[src/rtl/seg_pkg.sv]
// Shared constants for the seven-segment scan controller: digit limits,
// slot index width and the active-high hex-to-segment table.
package seg_pkg;

  localparam int MAX_DIGITS = 8;
  localparam int SLOT_W     = 3;

  // Segment patterns for 0..F, bit order g f e d c b a, 1 = segment lit.
  localparam logic [6:0] HEX_SEG [16] = '{
    7'h3F, 7'h06, 7'h5B, 7'h4F,
    7'h66, 7'h6D, 7'h7D, 7'h07,
    7'h7F, 7'h6F, 7'h77, 7'h7C,
    7'h39, 7'h5E, 7'h79, 7'h71
  };

endpackage

[src/rtl/seg_scan_ctrl_if.sv]
// Bus between a display data source (master) and the scan controller (slave).
//
// Handshake: load is a single-cycle strobe with no ready/ack. On any rising
// edge where load=1 the slave captures value, dp_mask, blank_mask and lzs
// together; when load=0 those signals are ignored and may change freely.
// an, seg and slot are continuously driven by the slave.
interface seg_scan_ctrl_if #(
  parameter int DIGITS = 4
);
  import seg_pkg::*;

  logic                  load;
  logic [4*DIGITS-1:0]   value;
  logic [DIGITS-1:0]     dp_mask;
  logic [DIGITS-1:0]     blank_mask;
  logic                  lzs;
  logic [DIGITS-1:0]     an;
  logic [7:0]            seg;
  logic [SLOT_W-1:0]     slot;

  modport master (
    output load, value, dp_mask, blank_mask, lzs,
    input  an, seg, slot
  );

  modport slave (
    input  load, value, dp_mask, blank_mask, lzs,
    output an, seg, slot
  );

endinterface

[src/rtl/seg_hex_decode.sv]
// Combinational nibble-to-segment decoder; output is active-high with the
// decimal point in bit 7.
module seg_hex_decode
  import seg_pkg::*;
(
  input  logic [3:0] i_nibble,
  input  logic       i_dp,
  output logic [7:0] o_seg
);

  // Table lookup plus the decimal point bit.
  assign o_seg = {i_dp, HEX_SEG[i_nibble]};

endmodule

[src/rtl/seg_scan_ctrl.sv]
// Time-multiplexed seven-segment display scanner. A refresh counter splits
// time into DIV-cycle slots; each slot drives one digit after a short
// blanking window that suppresses ghosting between digits. Display data is
// held in shadow registers loaded by a strobe. an/seg are registered and
// lag the counter/slot by one cycle.
module seg_scan_ctrl
  import seg_pkg::*;
#(
  parameter int DIGITS  = 4,
  parameter int DIV     = 65536,
  parameter int DEAD    = 1,
  parameter int AN_LOW  = 1,
  parameter int SEG_LOW = 1
) (
  input  logic            clk,
  input  logic            rst,
  seg_scan_ctrl_if.slave  bus
);

  localparam int                 CNT_W    = $clog2(DIV);
  localparam logic [CNT_W-1:0]   CNT_MAX  = CNT_W'(DIV - 1);
  localparam logic [CNT_W-1:0]   DEAD_C   = CNT_W'(DEAD);
  localparam logic [SLOT_W-1:0]  SLOT_MAX = SLOT_W'(DIGITS - 1);
  localparam logic [DIGITS-1:0]  AN_OFF   = (AN_LOW != 0) ? {DIGITS{1'b1}} : {DIGITS{1'b0}};
  localparam logic [7:0]         SEG_OFF  = (SEG_LOW != 0) ? 8'hFF : 8'h00;

  // Shadow registers
  logic [4*DIGITS-1:0] r_value;
  logic [DIGITS-1:0]   r_dp_mask;
  logic [DIGITS-1:0]   r_blank_mask;
  logic                r_lzs;

  // Scan state
  logic [CNT_W-1:0]    r_cnt;
  logic [SLOT_W-1:0]   r_slot;

  // Output registers
  logic [DIGITS-1:0]   r_an;
  logic [7:0]          r_seg;

  logic                w_tick;
  logic                w_dead;
  logic [DIGITS-1:0]   w_lz;
  logic [3:0]          w_nib;
  logic                w_dp;
  logic                w_blank;
  logic [DIGITS-1:0]   w_an_act;
  logic [7:0]          w_dec;
  logic [7:0]          w_seg_act;

  assign w_tick = (r_cnt == CNT_MAX);
  assign w_dead = (DEAD > 0) && (r_cnt < DEAD_C);

  // Capture display data only on a load strobe.
  always_ff @(posedge clk or negedge rst) begin
    if (!rst) begin
      r_value      <= '0;
      r_dp_mask    <= '0;
      r_blank_mask <= '0;
      r_lzs        <= 1'b0;
    end else if (bus.load) begin
      r_value      <= bus.value;
      r_dp_mask    <= bus.dp_mask;
      r_blank_mask <= bus.blank_mask;
      r_lzs        <= bus.lzs;
    end
  end

  // Refresh counter wraps every DIV cycles; each wrap advances the slot.
  always_ff @(posedge clk or negedge rst) begin
    if (!rst) begin
      r_cnt  <= '0;
      r_slot <= '0;
    end else if (w_tick) begin
      r_cnt <= '0;
      if ((DIGITS == 1) || (r_slot == SLOT_MAX)) r_slot <= '0;
      else                                        r_slot <= r_slot + SLOT_W'(1);
    end else begin
      r_cnt <= r_cnt + CNT_W'(1);
    end
  end

  // Digit i is a leading zero when it and every higher nibble are zero.
  always_comb begin
    logic v_zero;
    v_zero = 1'b1;
    w_lz   = '0;
    for (int i = DIGITS - 1; i >= 0; i--) begin
      v_zero  = v_zero & (r_value[4*i +: 4] == 4'h0);
      w_lz[i] = v_zero;
    end
  end

  // Pick the nibble, dp, blanking and anode for the current slot.
  always_comb begin
    w_nib    = r_value[3:0];
    w_dp     = r_dp_mask[0];
    w_blank  = r_blank_mask[0];
    w_an_act = '0;
    for (int i = 0; i < DIGITS; i++) begin
      if (r_slot == SLOT_W'(i)) begin
        w_nib    = r_value[4*i +: 4];
        w_dp     = r_dp_mask[i];
        w_blank  = r_blank_mask[i] | (r_lzs & w_lz[i] & (i != 0));
        w_an_act = DIGITS'(1) << i;
      end
    end
  end

  seg_hex_decode u_dec (
    .i_nibble (w_nib),
    .i_dp     (w_dp),
    .o_seg    (w_dec)
  );

  // A blanked digit keeps its anode and decimal point but no a-g segments.
  assign w_seg_act = w_blank ? {w_dp, 7'h00} : w_dec;

  // Register the outputs with polarity applied; dead time forces all off.
  always_ff @(posedge clk or negedge rst) begin
    if (!rst) begin
      r_an  <= AN_OFF;
      r_seg <= SEG_OFF;
    end else if (w_dead) begin
      r_an  <= AN_OFF;
      r_seg <= SEG_OFF;
    end else begin
      r_an  <= (AN_LOW  != 0) ? ~w_an_act  : w_an_act;
      r_seg <= (SEG_LOW != 0) ? ~w_seg_act : w_seg_act;
    end
  end

  assign bus.an   = r_an;
  assign bus.seg  = r_seg;
  assign bus.slot = r_slot;

endmodule

[src/flat_wrapper.sv]
// flat-port wrapper written by rule: the top's interface ports become plain ports
module seg_scan_ctrl_flat import seg_pkg::*;
#(
  parameter int DIGITS  = 4,
  parameter int DIV     = 65536,
  parameter int DEAD    = 1,
  parameter int AN_LOW  = 1,
  parameter int SEG_LOW = 1
)
  (clk, rst, bus_load, bus_value, bus_dp_mask, bus_blank_mask, bus_lzs, bus_an, bus_seg, bus_slot);
  seg_scan_ctrl_if #(.DIGITS(DIGITS)) bus_i ();
  input  logic clk;
  input  logic rst;
  input wire logic [$bits(bus_i.load)-1:0] bus_load;
  input wire logic [$bits(bus_i.value)-1:0] bus_value;
  input wire logic [$bits(bus_i.dp_mask)-1:0] bus_dp_mask;
  input wire logic [$bits(bus_i.blank_mask)-1:0] bus_blank_mask;
  input wire logic [$bits(bus_i.lzs)-1:0] bus_lzs;
  output wire logic [$bits(bus_i.an)-1:0] bus_an;
  output wire logic [$bits(bus_i.seg)-1:0] bus_seg;
  output wire logic [$bits(bus_i.slot)-1:0] bus_slot;
  assign bus_i.load = bus_load;
  assign bus_i.value = bus_value;
  assign bus_i.dp_mask = bus_dp_mask;
  assign bus_i.blank_mask = bus_blank_mask;
  assign bus_i.lzs = bus_lzs;
  assign bus_an = bus_i.an;
  assign bus_seg = bus_i.seg;
  assign bus_slot = bus_i.slot;
  seg_scan_ctrl #(.DIGITS(DIGITS), .DIV(DIV), .DEAD(DEAD), .AN_LOW(AN_LOW), .SEG_LOW(SEG_LOW)) u_core (.clk(clk), .rst(rst), .bus(bus_i));
endmodule
[config.mk]
export PLATFORM = sky130hd
export DESIGN_NAME = seg_scan_ctrl_flat
export DESIGN_NICKNAME = d
export VERILOG_FILES = /design/src/rtl/seg_pkg.sv /design/src/rtl/seg_scan_ctrl_if.sv /design/src/rtl/seg_hex_decode.sv /design/src/rtl/seg_scan_ctrl.sv /design/src/flat_wrapper.sv
export SDC_FILE = /design/constraint.sdc
export NUM_CORES = 1
export LEC_CHECK = 0
export BUFFER_PORTS_ARGS = -buffer_cell sky130_fd_sc_hd__buf_2
export CORE_MARGIN = 2
export CORE_UTILIZATION = 31
export DETAILED_ROUTE_END_ITERATION = 8
export PLACE_DENSITY = 0.5
export SLEW_MARGIN = 20
export SYNTH_ARGS = -nofsm -noshare
export SYNTH_HDL_FRONTEND = slang
export SYNTH_SLANG_ARGS = --single-unit
[constraint.sdc]
create_clock -name clk -period 5.55 [get_ports clk]
set_clock_uncertainty 0.05 [all_clocks]
set_input_delay 1.11 -clock clk [delete_from_list [all_inputs] [get_ports clk]]
set_output_delay 1.11 -clock clk [all_outputs]
set_load 0.005 [all_outputs]
==> Yosys cells after proc, flatten, opt, wreduce, memory -nomap -nowiden <==
Memories as Yosys holds them, arrays and structs flattened.
Index checks and enable logic that the tools add are counted.
{ "word_totals": {"register_bits": 56, "rom_bits": 112, "inputBits": 28, "out_inout_bits": 15, "word_cells": 52, "mem_count": 1} }
{ "memory_table": {"columns": ["name", "depth", "width", "read_ports", "rd_ports_with_merged_regs", "write_ports", "line", "rtl"], "rows": [
  ["(no name shown)", 16, 7, 1, 0, 0, "seg_hex_decode.sv:12", "assign o_seg = {i_dp, HEX_SEG[i_nibble]};"]
]} }
{ "op_classes": {"n_addsub": 2, "magnitude_cmp": 2, "eq_ne": 4, "mux": 20, "bitwise_logic": 11, "n_reduce_logical": 4} }
{ "ops": {"columns": ["op", "count"], "rows": [
  ["$mux W4", 7],
  ["$mux W7", 3],
  ["$add A16 B1 Y16 const B", 1],
  ["$eq A16 B16 Y1 const B", 1],
  ["$lt A16 B1 Y1 const B", 1],
  ["$mux W16", 1],
  ["$logic_not A4 Y1", 3],
  ["$mux W8", 1],
  ["$not A8 Y8", 1],
  ["$mux W1", 7],
  ["$eq A3 B2 Y1 const B", 2],
  ["$and A1 B1 Y1", 5],
  ["$ge A5 B5 Y1 const B", 1],
  ["$not A4 Y5", 1],
  ["$not A4 Y4", 1],
  ["$add A3 B1 Y3 const B", 1],
  ["$eq A3 B1 Y1 const B", 1],
  ["$logic_not A3 Y1", 1],
  ["$mux W3", 1],
  ["$or A1 B1 Y1", 3]
]} }

==> Longest topological paths before layout <==
{ "depth": {"word_depth": 11, "ltp_mapped": 11} }

==> Cells and area by module <==
A second synthesis with hierarchy kept.
{ "unflattened": {"hier_cells": 254, "hier_area_um2": 2876.5} }
{ "by_module_without_submodules": {"columns": ["mod", "instances", "cells_each", "area_each_um2", "seq_area_each_um2"], "rows": [
  ["seg_scan_ctrl", 1, 220, 2581.2, 1416.4],
  ["seg_hex_decode", 1, 34, 295.3, 0.0]
]} }

==> Worst setup path before layout <==
No wires, ideal clock.
{ "synth_path": {"path_type": "reg-to-reg", "startpoint": "register u_core.r_slot[0], in the netlist u_core.bus.slot[0]", "endpoint": "register u_core.r_seg[3], in the netlist u_core.bus.seg[3]", "t_arrival_ns": 2.212, "required_ns": 5.417, "slack_ns": 3.204, "path_stages_with_launch": 12, "path_buffers": 1, "path_cell_list": "dfrtp_1 -> inv_1 -> ha_1 -> buf_6 -> a21oi_1 -> o21ai_1 -> a22oi_1 -> inv_1 -> ha_1 -> nor2b_1 -> a211oi_1 -> o21ai_1"} }
{ "synth_between": {"elab_chain_cells": 11, "elab_cells_between_ends": 16} }
{ "synth_lines": {"columns": ["item", "line", "rtl"], "rows": [
  ["start: declaration", "seg_scan_ctrl.sv:35", "logic [SLOT_W-1:0] r_slot;"],
  ["start signal: assignment", "seg_scan_ctrl.sv:77", "else r_slot <= r_slot + SLOT_W'(1);"],
  ["$eq A3 B1 Y1", "seg_scan_ctrl.sv:101", "if (r_slot == SLOT_W'(i)) begin"],
  ["$mux W4 (3 in a row)", "seg_scan_ctrl.sv:101", null],
  ["$not A4 Y5 (implied by the code)", "seg_hex_decode.sv:12", null],
  ["$mem_v2 Z16 W7", null, null],
  ["$mux W7 (implied by the code) (2 in a row)", "seg_hex_decode.sv:12", null],
  ["$mux W7 *", "seg_scan_ctrl.sv:117", "assign w_seg_act = w_blank ? {w_dp, 7'h00} : w_dec;"],
  ["$not A8 Y8 *", "seg_scan_ctrl.sv:129", "r_seg <= (SEG_LOW != 0) ? ~w_seg_act : w_seg_act;"],
  ["$mux W8 *", "seg_scan_ctrl.sv:124", "end else if (w_dead) begin"],
  ["end signal: assignment", "seg_scan_ctrl.sv:129", null],
  ["end: declaration", "seg_scan_ctrl.sv:39", "logic [7:0] r_seg;"]
]} }
Every way passes the cells marked *; elsewhere a longest branch is shown, timed or not. The select of a mux whose other input is x is not followed.
A chain may end at the register's enable or synchronous reset.

==> Final worst setup path <==
Same ends and word-level chain as after synthesis.

==> flow_metrics.py <==
metrics = {
    "outcome": {
        "status": "finished, final reports clean",
    },
    "critical_path": {
        "required_ns": 5.73,
        "setup.worst_path.end_class": "register",
        "crit_type": "register to register",
        "crit_fanout": 15,
        "cp-start-kind": "register",
        "arrival_ns": 2.92,
    },
    "power": {
        "p_per_area_mw_per_mm2": 267,
        "peakVddDrop_uv": 106,
        "power_w": 0.000870,
        "power_leakage_nw": 1.40,
    },
    "timing": {
        "finalHoldViolCount": 0,
        "final.setup.tns_ns": 0,
        "holdWs_ns": 0.458,
        "period_share_pct": 49.4,
        "worst_pin_slew_ns": 0.707,
        "max-slew-margin-rel_pct": 52.8,
        "fin_crit_ns": 2.74,
        "slew_violations": 0,
        "final-setup-viol-count": 0,
        "setup_ws_ns": 2.81,
        "rsz0062_at_grt": "false",
        "fmax_ghz": 0.365,
    },
    "grt": {
        "grtUsageTotal_pct": 12.2,
        "grt_pass1_wl_um": 9730,
        "grt_pass1_vias": 1912,
        "overflow": 0,
        "antenna_found_initial": 0,
        "grt_max_degree": 57,
    },
    "clocking": {
        "cts-root-buf": "clkbuf_8",
        "cts_buffer_depth": 2,
        "h-tree-depth": 2,
        "ctsResizeCount": 0,
        "post_cts_buffers": 0,
        "cts_hold_buffers": 0,
        "tritoncts": "built",
        "clock_latency_ns": 0.31,
        "cts_buffers": 5,
        "clock-sinks": 56,
        "clk_pin_slew_worst_paths_ns": 0.09,
    },
    "routing": {
        "drc": 0,
        "wire_per_inst_um": 14.3,
        "avgViaCountPerCell": 4.90,
        "dr_total_vias": 1973,
        "ant_nets": 0,
        "drt-pass1-iter-count": 4,
        "wirelength_um": 5750,
        "drt_iter0_drc": 91,
    },
    "logic_synthesis": {
        "ys.flop_type": "dfrtp_1",
        "syn_area_mm2": 0.00286,
        "syn-num-nets": 293,
        "async_reset_ff_share_pct": 100,
        "synth.area.top_cells": "dfrtp_1 39%, dfstp_2 11%, mux2_2 7.9%, ha_1 5.3%, nand2_1 3.4%",
        "synth-edff-count": 0,
        "ys_seq_area_share_pct": 49.5,
        "yosysWarnings": 0,
        "post-synth-top-count-cell": "dfrtp_1",
        "syn-instance-count": 253,
        "synth-seq-cells": 56,
        "synth_top_area_share_pct": 38.5,
        "synth_area_per_cell_um2": 11.3,
        "yosys.area.top_type": "dfrtp_1",
        "netlist_top_cells_count": "44 x dfrtp_1, 26 x nand2_1, 20 x mux2_2",
        "synth_cell_types": 55,
    },
    "run": {
        "drv_cap": 0,
    },
    "floorplanning": {
        "die_x_um": 100,
        "core_area_mm2": 0.00911,
        "initial_core_util_pct": 31.4,
        "chipHeight_um": 100,
        "die_area_mm2": 0.0100,
        "io_pins": 43,
        "num_rows": 35,
    },
    "place": {
        "dp.cells": 395,
        "io_buffers": 42,
        "gp_congestion": 0.775,
        "place.detailed.hpwl_um": 4170,
        "dp_slack_ns": 2.79,
    },
    "hold_path": {
        "hp-class": "register to register",
    },
    "finish": {
        "n_fill_cell": 926,
        "drive_gt1_share_pct": 35.3,
        "stdcell_count": 403,
        "n_antenna_cell": 0,
        "fin_nets": 331,
        "syn_to_final_growth_pct": 13.9,
    },
}
==> final cells by class <==
class | count | area, µm² | area share, %
clock buffers | 6 | 72.6 | 2.23
repair buffers | 43 | 218 | 6.69
clock inverters | 2 | 60.1 | 1.84
well taps | 111 | 139 | 4.27
multi-input cells | 172 | 1300 | 39.9
inverters | 13 | 50.0 | 1.54
flip-flops and latches | 56 | 1420 | 43.5
==> layout by cell type (no fill, tap or decap), types with 3 or more instances in the layout <==
cell      count
a31oi_1       3
a21oi_1      16
buf_2        42
nor3b_1       3
nor2_1        7
nand2_1      26
o21ai_0      11
xnor2_1       7
clkbuf_8      5
dfstp_2      12
dfrtp_1      44
xor2_1        3
mux2_2       20
o211ai_1      4
o21ai_1       5
ha_1         12
mux2i_1       3
or3_1         3
nand3_1       4
nor3_1        3
inv_1        11
==> final timing paths <==
check	to	startpoint	slack (ns)	depth (start not counted)
hold reg to reg	u_core.r_cnt[0]	u_core.r_cnt[0]	0.46	1
setup / recovery	u_core.bus.seg[3]	u_core.bus.slot[0]	2.81	9
min in group asynchronous	u_core.r_value[2]	rst	0.88	2
max in group asynchronous	u_core.bus.slot[1]	rst	4.11	2
setup reg to reg	u_core.bus.seg[3]	u_core.bus.slot[0]	2.81	9
hold / removal	u_core.r_cnt[0]	u_core.r_cnt[0]	0.46	1
==> sequential cells by signal, indices dropped and copies added, names as in the netlist <==
register             flops
u_core.bus.an            4
u_core.bus.seg           8
u_core.bus.slot          3
u_core.r_blank_mask      4
u_core.r_cnt            16
u_core.r_dp_mask         4
u_core.r_lzs             1
u_core.r_value          16
==> kinds of logic (layout without fill, tap and decap cells) <==
logic type	after synthesis	count (layout)	share of synthesized area [%]
buffers and inverters	25	64	4.99
AOI/OAI and AO/OA	55	55	13.3
and+or+nand+nor	72	72	14.9
xor gates and xnor gates	10	10	3.06
DFF	56	56	49.5
muxes	23	23	8.93
adders and majority gates	12	12	5.25
==> routing by layer <==
layer	vias to the layer above	global-route usage, %	share of wire, %
met5	-	0	0
met4	0	3.58	1.3
met3	6	2.79	4.4
met2	44	18.0	44
met1	954	17.8	50
li1	969	-	-
==> report_power, final <==
| part | leakage (nW) | total [W] | switching [W] | internal (W) |
|---|---|---|---|---|
| Combinational | 0.660 | 0.000102 | 0.0000523 | 0.0000497 |
| Sequential | 0.672 | 0.000459 | 0.0000153 | 0.000444 |
| Clock | 0.0654 | 0.000309 | 0.000128 | 0.000180 |
| Total | 1.40 | 0.000870 | 0.000196 | 0.000674 |
==> critical path, stage by stage (launching register included) <==
cell and delay [ns]:
dfrtp_1 0.42, inv_1 0.14, ha_1 0.52, o31ai_4 0.16, a22oi_1 0.47, inv_1 0.17, ha_1 0.28, nor2b_1 0.14
a211oi_1 0.23, o21ai_1 0.09
==> per-stage QoR <==
step	util (%)	area (µm²)
floorplan	-	2860
global placement	34.3	3120
detailed placement	34.3	3120
CTS	35.7	3260
global route	35.7	3260
finish	35.7	3260
No activity file was read; power rests on OpenSTA's default activity.
